$ cat src/rtl/magacc_pkg.sv
// Shared encodings for the multichannel magnitude accelerator: FSM states,
// slave register offsets, STATUS bit positions and accumulate modes.
package magacc_pkg;

  typedef enum logic [2:0] {
    ST_IDLE  = 3'd0,
    ST_READ  = 3'd1,
    ST_ACC   = 3'd2,
    ST_WR_LO = 3'd3,
    ST_WR_HI = 3'd4,
    ST_DONE  = 3'd5
  } state_t;

  localparam int REG_CTRL        = 0;
  localparam int REG_STATUS      = 1;
  localparam int REG_SRC_BASE    = 2;
  localparam int REG_CH_STRIDE   = 3;
  localparam int REG_DST_BASE    = 4;
  localparam int REG_BLOCK_LEN   = 5;
  localparam int REG_BLOCK_CNT   = 6;
  localparam int REG_BLOCKS_DONE = 7;

  localparam int CTRL_START = 0;
  localparam int CTRL_MODE  = 1;
  localparam int CTRL_ABORT = 2;

  localparam int STAT_DONE    = 0;
  localparam int STAT_BUSY    = 1;
  localparam int STAT_OVF     = 2;
  localparam int STAT_ABORTED = 3;
  localparam int STAT_CFG_ERR = 4;

  localparam logic MODE_SUM  = 1'b0;
  localparam logic MODE_PEAK = 1'b1;

endpackage

$ cat src/rtl/magacc_abs_acc.sv
// Magnitude of one signed sample folded into the running accumulator,
// either as a saturating sum or as a running maximum.
module magacc_abs_acc
  import magacc_pkg::*;
#(
  parameter int SAMPLE_W = 32,
  parameter int ACC_W    = 64
) (
  input  logic [SAMPLE_W-1:0] sample,
  input  logic [ACC_W-1:0]    acc,
  input  logic                mode,
  output logic [ACC_W-1:0]    acc_next,
  output logic                ovf
);

  logic [SAMPLE_W-1:0] mag;
  logic [ACC_W:0]      sum;

  always_comb begin
    // Unsigned result: the most negative input lands on 2^(SAMPLE_W-1).
    mag = sample[SAMPLE_W-1] ? (~sample + SAMPLE_W'(1)) : sample;
    sum = {1'b0, acc} + (ACC_W+1)'(mag);
    ovf = 1'b0;
    if (mode == MODE_PEAK) begin
      acc_next = (ACC_W'(mag) > acc) ? ACC_W'(mag) : acc;
    end else if (sum[ACC_W]) begin
      acc_next = '1;
      ovf      = 1'b1;
    end else begin
      acc_next = sum[ACC_W-1:0];
    end
  end

endmodule

$ cat src/rtl/multichannel_magnitude_accel.sv
// Avalon-MM accelerator: sums or peaks |x| over NUM_CH channel buffers per
// block and writes each block's accumulator as two words to DST_BASE.
module multichannel_magnitude_accel
  import magacc_pkg::*;
#(
  parameter int NUM_CH     = 2,
  parameter int SAMPLE_W   = 32,
  parameter int ACC_W      = 64,
  parameter int AVS_ADDR_W = 4,
  parameter int AVM_ADDR_W = 32
) (
  input  logic                  csi_clock_clk,
  input  logic                  csi_clock_reset_n,
  input  logic [AVS_ADDR_W-1:0] avs_avalonslave_address,
  input  logic                  avs_avalonslave_read,
  input  logic                  avs_avalonslave_write,
  input  logic [31:0]           avs_avalonslave_writedata,
  output logic [31:0]           avs_avalonslave_readdata,
  output logic [AVM_ADDR_W-1:0] avm_avalonmaster_address,
  output logic                  avm_avalonmaster_read,
  output logic                  avm_avalonmaster_write,
  output logic [31:0]           avm_avalonmaster_writedata,
  input  logic                  avm_avalonmaster_waitrequest,
  input  logic [31:0]           avm_avalonmaster_readdata,
  output logic                  DONE
);

  localparam int CH_W = (NUM_CH > 1) ? $clog2(NUM_CH) : 1;
  localparam int AW   = AVM_ADDR_W;

  state_t              state;
  logic [31:0]         cfg_src, cfg_stride, cfg_dst, cfg_len, cfg_cnt;
  logic                cfg_mode;
  logic [AW-1:0]       w_stride, blk_base, smp_ptr, wr_addr;
  logic [31:0]         w_len, w_cnt, smp_idx, blk_idx, blocks_done;
  logic [CH_W-1:0]     ch_idx;
  logic                w_mode, done_r, ovf, aborted, cfg_err, abort_pend;
  logic [ACC_W-1:0]    acc, acc_next;
  logic                acc_ovf;
  logic [SAMPLE_W-1:0] sample;
  logic [63:0]         acc_ext, next_ext;
  logic [31:0]         status, rd_mux;
  logic                ctrl_wr, start_req, abort_req, busy, abort_hit;
  logic                last_ch, last_smp, last_blk, accepted;

  magacc_abs_acc #(.SAMPLE_W(SAMPLE_W), .ACC_W(ACC_W)) u_abs_acc (
    .sample   (sample),
    .acc      (acc),
    .mode     (w_mode),
    .acc_next (acc_next),
    .ovf      (acc_ovf)
  );

  assign acc_ext   = 64'(acc);
  assign next_ext  = 64'(acc_next);
  assign ctrl_wr   = avs_avalonslave_write && (avs_avalonslave_address == AVS_ADDR_W'(REG_CTRL));
  assign start_req = ctrl_wr && avs_avalonslave_writedata[CTRL_START];
  assign abort_req = ctrl_wr && avs_avalonslave_writedata[CTRL_ABORT];
  assign busy      = (state == ST_READ) || (state == ST_ACC) || (state == ST_WR_LO) || (state == ST_WR_HI);
  assign abort_hit = abort_pend || abort_req;
  assign last_ch   = (ch_idx == CH_W'(NUM_CH - 1));
  assign last_smp  = (smp_idx == w_len - 32'd1);
  assign last_blk  = (blk_idx == w_cnt - 32'd1);
  assign accepted  = !avm_avalonmaster_waitrequest;
  assign DONE      = done_r;

  always_comb begin
    status               = '0;
    status[STAT_DONE]    = done_r;
    status[STAT_BUSY]    = busy;
    status[STAT_OVF]     = ovf;
    status[STAT_ABORTED] = aborted;
    status[STAT_CFG_ERR] = cfg_err;
    rd_mux = '0;
    case (avs_avalonslave_address)
      AVS_ADDR_W'(REG_CTRL):        rd_mux[CTRL_MODE] = cfg_mode;
      AVS_ADDR_W'(REG_STATUS):      rd_mux = status;
      AVS_ADDR_W'(REG_SRC_BASE):    rd_mux = cfg_src;
      AVS_ADDR_W'(REG_CH_STRIDE):   rd_mux = cfg_stride;
      AVS_ADDR_W'(REG_DST_BASE):    rd_mux = cfg_dst;
      AVS_ADDR_W'(REG_BLOCK_LEN):   rd_mux = cfg_len;
      AVS_ADDR_W'(REG_BLOCK_CNT):   rd_mux = cfg_cnt;
      AVS_ADDR_W'(REG_BLOCKS_DONE): rd_mux = blocks_done;
      default:                      rd_mux = '0;
    endcase
  end

  always_ff @(posedge csi_clock_clk) begin
    if (csi_clock_reset_n) begin
      state                      <= ST_IDLE;
      {cfg_src, cfg_stride, cfg_dst, cfg_len, cfg_cnt} <= '0;
      cfg_mode                   <= 1'b0;
      {w_stride, blk_base, smp_ptr, wr_addr} <= '0;
      {w_len, w_cnt, smp_idx, blk_idx, blocks_done} <= '0;
      ch_idx                     <= '0;
      {w_mode, done_r, ovf, aborted, cfg_err, abort_pend} <= '0;
      acc                        <= '0;
      sample                     <= '0;
      avs_avalonslave_readdata   <= '0;
      avm_avalonmaster_address   <= '0;
      avm_avalonmaster_read      <= 1'b0;
      avm_avalonmaster_write     <= 1'b0;
      avm_avalonmaster_writedata <= '0;
    end else begin
      if (avs_avalonslave_write) begin
        case (avs_avalonslave_address)
          AVS_ADDR_W'(REG_CTRL):      cfg_mode   <= avs_avalonslave_writedata[CTRL_MODE];
          AVS_ADDR_W'(REG_SRC_BASE):  cfg_src    <= avs_avalonslave_writedata;
          AVS_ADDR_W'(REG_CH_STRIDE): cfg_stride <= avs_avalonslave_writedata;
          AVS_ADDR_W'(REG_DST_BASE):  cfg_dst    <= avs_avalonslave_writedata;
          AVS_ADDR_W'(REG_BLOCK_LEN): cfg_len    <= avs_avalonslave_writedata;
          AVS_ADDR_W'(REG_BLOCK_CNT): cfg_cnt    <= avs_avalonslave_writedata;
          default: ;
        endcase
      end
      if (avs_avalonslave_read) avs_avalonslave_readdata <= rd_mux;
      // An abort only marks intent; each state retires it at a transfer boundary.
      if (busy && abort_req) abort_pend <= 1'b1;

      case (state)
        ST_IDLE, ST_DONE: begin
          if (start_req) begin
            {done_r, ovf, aborted, cfg_err, abort_pend} <= '0;
            blocks_done <= '0;
            acc         <= '0;
            w_mode      <= avs_avalonslave_writedata[CTRL_MODE];
            w_stride    <= AW'(cfg_stride);
            w_len       <= cfg_len;
            w_cnt       <= cfg_cnt;
            blk_base    <= AW'(cfg_src);
            smp_ptr     <= AW'(cfg_src);
            wr_addr     <= AW'(cfg_dst);
            ch_idx      <= '0;
            smp_idx     <= '0;
            blk_idx     <= '0;
            if (cfg_len == 32'd0 || cfg_cnt == 32'd0) begin
              cfg_err <= 1'b1;
              done_r  <= 1'b1;
              state   <= ST_DONE;
            end else begin
              avm_avalonmaster_address <= AW'(cfg_src);
              avm_avalonmaster_read    <= 1'b1;
              state                    <= ST_READ;
            end
          end
        end
        ST_READ: begin
          if (accepted) begin
            avm_avalonmaster_read <= 1'b0;
            sample                <= avm_avalonmaster_readdata[SAMPLE_W-1:0];
            if (abort_hit) begin
              avm_avalonmaster_address <= '0;
              {done_r, aborted}        <= 2'b11;
              abort_pend               <= 1'b0;
              state                    <= ST_DONE;
            end else begin
              state <= ST_ACC;
            end
          end
        end
        ST_ACC: begin
          acc <= acc_next;
          if (acc_ovf) ovf <= 1'b1;
          if (abort_hit) begin
            avm_avalonmaster_address <= '0;
            {done_r, aborted}        <= 2'b11;
            abort_pend               <= 1'b0;
            state                    <= ST_DONE;
          end else if (last_ch && last_smp) begin
            avm_avalonmaster_address   <= wr_addr;
            avm_avalonmaster_writedata <= next_ext[31:0];
            avm_avalonmaster_write     <= 1'b1;
            state                      <= ST_WR_LO;
          end else if (last_ch) begin
            ch_idx                   <= '0;
            smp_idx                  <= smp_idx + 32'd1;
            smp_ptr                  <= smp_ptr + AW'(1);
            avm_avalonmaster_address <= smp_ptr + AW'(1);
            avm_avalonmaster_read    <= 1'b1;
            state                    <= ST_READ;
          end else begin
            ch_idx                   <= ch_idx + CH_W'(1);
            avm_avalonmaster_address <= avm_avalonmaster_address + w_stride;
            avm_avalonmaster_read    <= 1'b1;
            state                    <= ST_READ;
          end
        end
        ST_WR_LO: begin
          if (accepted) begin
            if (abort_hit) begin
              avm_avalonmaster_write     <= 1'b0;
              avm_avalonmaster_address   <= '0;
              avm_avalonmaster_writedata <= '0;
              {done_r, aborted}          <= 2'b11;
              abort_pend                 <= 1'b0;
              state                      <= ST_DONE;
            end else begin
              avm_avalonmaster_address   <= avm_avalonmaster_address + AW'(1);
              avm_avalonmaster_writedata <= acc_ext[63:32];
              state                      <= ST_WR_HI;
            end
          end
        end
        ST_WR_HI: begin
          if (accepted) begin
            avm_avalonmaster_write     <= 1'b0;
            avm_avalonmaster_writedata <= '0;
            blocks_done                <= blocks_done + 32'd1;
            acc                        <= '0;
            wr_addr                    <= wr_addr + AW'(2);
            if (abort_hit || last_blk) begin
              avm_avalonmaster_address <= '0;
              done_r                   <= 1'b1;
              aborted                  <= abort_hit;
              abort_pend               <= 1'b0;
              state                    <= ST_DONE;
            end else begin
              blk_idx                  <= blk_idx + 32'd1;
              blk_base                 <= blk_base + AW'(w_len);
              smp_ptr                  <= blk_base + AW'(w_len);
              ch_idx                   <= '0;
              smp_idx                  <= '0;
              avm_avalonmaster_address <= blk_base + AW'(w_len);
              avm_avalonmaster_read    <= 1'b1;
              state                    <= ST_READ;
            end
          end
        end
        default: state <= ST_IDLE;
      endcase
    end
  end

endmodule
$ cat config.mk
export PLATFORM = sky130hd
export DESIGN_NAME = multichannel_magnitude_accel
export DESIGN_NICKNAME = d
export VERILOG_FILES = /design/src/rtl/magacc_pkg.sv /design/src/rtl/magacc_abs_acc.sv /design/src/rtl/multichannel_magnitude_accel.sv
export SDC_FILE = /design/constraint.sdc
export NUM_CORES = 2
export LEC_CHECK = 0
export ABC_AREA = 1
export CAP_MARGIN = 10
export CELL_PAD_IN_SITES_DETAIL_PLACEMENT = 1
export CELL_PAD_IN_SITES_GLOBAL_PLACEMENT = 1
export CORE_MARGIN = 4
export CORE_UTILIZATION = 30
export CTS_CLUSTER_DIAMETER = 100
export CTS_CLUSTER_SIZE = 24
export DETAILED_ROUTE_END_ITERATION = 10
export GPL_TIMING_DRIVEN = 0
export PLACE_DENSITY = 0.59
export SYNTH_ARGS = -nofsm -noshare
export SYNTH_HDL_FRONTEND = slang
export SYNTH_SLANG_ARGS = --single-unit
$ cat constraint.sdc
create_clock -name csi_clock_clk -period 4.7 [get_ports csi_clock_clk]
set_input_delay 0.94 -clock csi_clock_clk [delete_from_list [all_inputs] [get_ports csi_clock_clk]]
set_output_delay 0.94 -clock csi_clock_clk [all_outputs]
set_load 0.01 [all_outputs]
==> impl_results.md <==
* Outcome: completed
* Antenna violations before repair at 20
* Slowest-stage cell, CP: clkbuf_1
* Most frequent cells in the layout: nand2_1, a21oi_1, inv_1
* Worst clock skew at 0.0490 ns
* Slew headroom at 0.0590
* Crit path buffers/inverters at 4
* Share of the synthesized area in the top cell type at 0.298
* Num CTS Buffers at 43
* Flops & latches, synth at 653
* Die area at 153,000 um2
* Nets at 7,497
* Root Buffer: clkbuf_16
* Critical-path maximum fanout at 11
* Fmax at 219 MHz
* R2R Setup Slk at 0.28 ns
* Vias per cell at 5.57
* Slew @ Worst Pin at 1.40 ns
* Die Y-Extent at 391 um
* Routed wire per std cell at 28.1 um
* CP Class: input pin to flip-flop
* H-tree Lvls at 2
* Hold Crit Depth at 2
* Slack of the critical path at 0.140 ns
* Vias in the first global route at 49,800
* Mapped Avg Cell Area at 6.22 um2
* Critical path endpoint: w_len[30]
* GR Overflow Total at 0
* Max cap viols at 0
* Critical Path RT at 5.32 ns
* HP Class: flip-flop to flip-flop
* Detailed Place HPWL at 216 mm
* Syn Inst Count at 7,057
* Power density over cell area at 476 nW/um2
* Critical path's top delay family: buffers and inverters
* Total GRT Usage at 0.328
* Worst setup EP type: flip-flop
* Crit path time final at 4.56 ns
* Final GP Congestion at 1.04
* Reg2reg end: avs_avalonslave_readdata[1]
* Clock-pin slew on the worst setup and hold paths at 0.10 ns
* Mapped Area at 43,900 um2
* Placed cells at 9,148
* Initial core utilization at 0.302
* Most common cell after layout, fill and taps aside: nand2_1
* Post-synth EDFFs at 0
* Final Cell Area at 50,200 um2
* Slowest stage delay, CP at 0.76 ns
* TritonCTS clock tree: built
* Critical path origin: avs_avalonslave_address[3]
* Antenna Nets Post-Route at 0
* Worst-Skew Late Latency at 0.71 ns
* Final count of hold timing violations at 0
* Routed WL at 260 mm
* Synth Warn # at 0
* Final setup vio count at 0
* Core area at 146,000 um2
* Pleak at 0.0188 uW
* Most flop-heavy register: acc
* Crit path launch type: input pin
* Crit path cell chain: clkdlybuf4s50_1 > nor2_2 > nand3_1 > nor2_1 > o21bai_2 > nor2_2 > buf_16 > clkbuf_1 > clkbuf_1 > o21ai_0 > a21oi_1
* Syn nets at 7,269
* Largest net degree at the start of global routing at 25
* Final std cells w/o fill at 9,241
* Port Buf Inserts at 171
* Routed vias at 51,500
* DP Area at 48,100 um2
* Max Root-Sink Buffers at 3
* First-pass GRT wire length at 363 mm
* Critical path arrival at 5.18 ns
* Synth area leader: dfxtp_1
* VDD IR-drop max at 0.000404 V
* Setup TNS at 0 ns
* Share of cells above drive strength 1 at 0.0406
* DP Worst Slack at -1.25 ns
* Clock Sinks at 653
* Worst r2r src: state[0]
* Area growth, synth to finish at 14.3%
* Largest cells by area after synthesis: dfxtp_1, nand2_1, a21oi_1
* Initial DRC Count at 5,131
* Crit share post-route at 0.970
* Max-slew violations at 0
* Worst path depth at 11
* Remaining DRCs at 0
* RSZ-0062 raised after global routing: false
* FF-to-FF path depth at 10
* Die X at 391 um
* Max reg flops at 64
* Async set-or-reset flop fraction in the synthesized netlist at 0
* First-pass DRT Iterations at 5
* Site row count at 140
* Post-synth top flop: dfxtp_1
* Unique masters post-synth at 57
* Sequential-to-total area share from yosys stat at 0.298
* IO Pins at 172
-- timing repair --
item                                    CTS  global route
gates cloned                              0             1
endpoints found under the setup margin   97           101
setup buffers                             2             6
hold buffers                              0             0
pin swaps                                 2             5
gates resized for setup                  53            69
-- synth_stat cells, types with 7 or more instances --
library cell	n
nand2_1	1649
a21oi_1	823
inv_1	768
nor2_1	692
dfxtp_1	653
o21ai_0	601
nand3_1	448
clkbuf_1	256
xor2_1	181
nor3_1	162
ha_1	136
nand4_1	90
o22ai_1	76
nor4_1	75
xnor2_1	55
or2_2	44
a31oi_1	36
buf_2	32
o21bai_1	27
o221ai_1	25
nand3b_1	24
o31ai_1	24
buf_1	22
o211ai_1	17
nor2_2	12
nand2_2	10
a22oi_1	9
clkinv_1	9
a21boi_0	8
a21o_1	8
inv_2	8
and2_1	7
buf_6	7
o2111ai_1	7
-- per-stage QoR --
step	power, uW	util	hold WS (ns)
6_report	23900	0.345	0.467
5_1_grt	25100	0.345	0.495
4_1_cts	23600	0.343	0.466
3_5_place_dp	18700	0.330	0.446
3_3_place_gp	18500	0.330	0.437
2_1_floorplan	13500	-	0.424
-- power by group --
group          internal, uW  switching (uW)  total, uW
clock                  2190            2590       4780
sequential             5990             785       6770
combinational          3290            9040      12300
total                 11500           12400      23900
-- worst register-to-register path, cell delays in order, from the launching register on --
cell and delay (ns):
dfxtp_1 0.42, nor2_1 0.16, nand2_1 0.46, inv_1 0.17
nor2_1 0.95, inv_1 0.33, clkbuf_1 0.53, a221oi_1 0.75
o2111ai_1 0.27, nand2_1 0.18, a21oi_1 0.08
-- cell families (layout without fill, tap and decap cells) --
| family | Yosys count | count (layout) | share of synthesized area |
|---|---|---|---|
| flip-flops | 653 | 653 | 0.298 |
| AND/OR/NAND/NOR | 3239 | 3239 | 0.313 |
| AO/OA/AOI/OAI | 1686 | 1686 | 0.205 |
| other | 0 | 10 | 0 |
| buffers and inverters | 1103 | 1360 | 0.0965 |
| XOR/XNOR | 237 | 237 | 0.0476 |
| adder cells (fa/ha/maj) | 139 | 139 | 0.0401 |
-- how the worst min path moves through the flow --
stage,start,endpoint,slack [ns]
2_1_floorplan,cfg_mode,cfg_mode,0.42
3_3_place_gp,cfg_mode,cfg_mode,0.44
3_5_place_dp,cfg_mode,cfg_mode,0.45
4_1_cts,cfg_mode,cfg_mode,0.47
5_1_grt,cfg_mode,cfg_mode,0.49
6_report,avs_avalonslave_readdata[25],avs_avalonslave_readdata[25],0.47
-- area by class of cell --
type | instances | area, um2
plain buffers | 315 | 1320
flip-flops and latches | 653 | 13100
clock buffers | 45 | 1100
fillers | 18900 | 95400
repair buffers | 186 | 1910
clock inverters | 29 | 498
multi-input cells | 5301 | 26900
well taps | 1917 | 2400
inverters | 785 | 2950
diodes | 10 | 25.0
-- routing by layer --
metal  vias to the layer above  track usage  share of wire
li1                      23800            -              -
met1                     25300        0.461           0.45
met2                      1991        0.500           0.42
met3                       424       0.0464          0.074
met4                         6        0.135          0.051
met5                         -            0        0.00018
No activity file was read; power rests on OpenSTA's default activity.
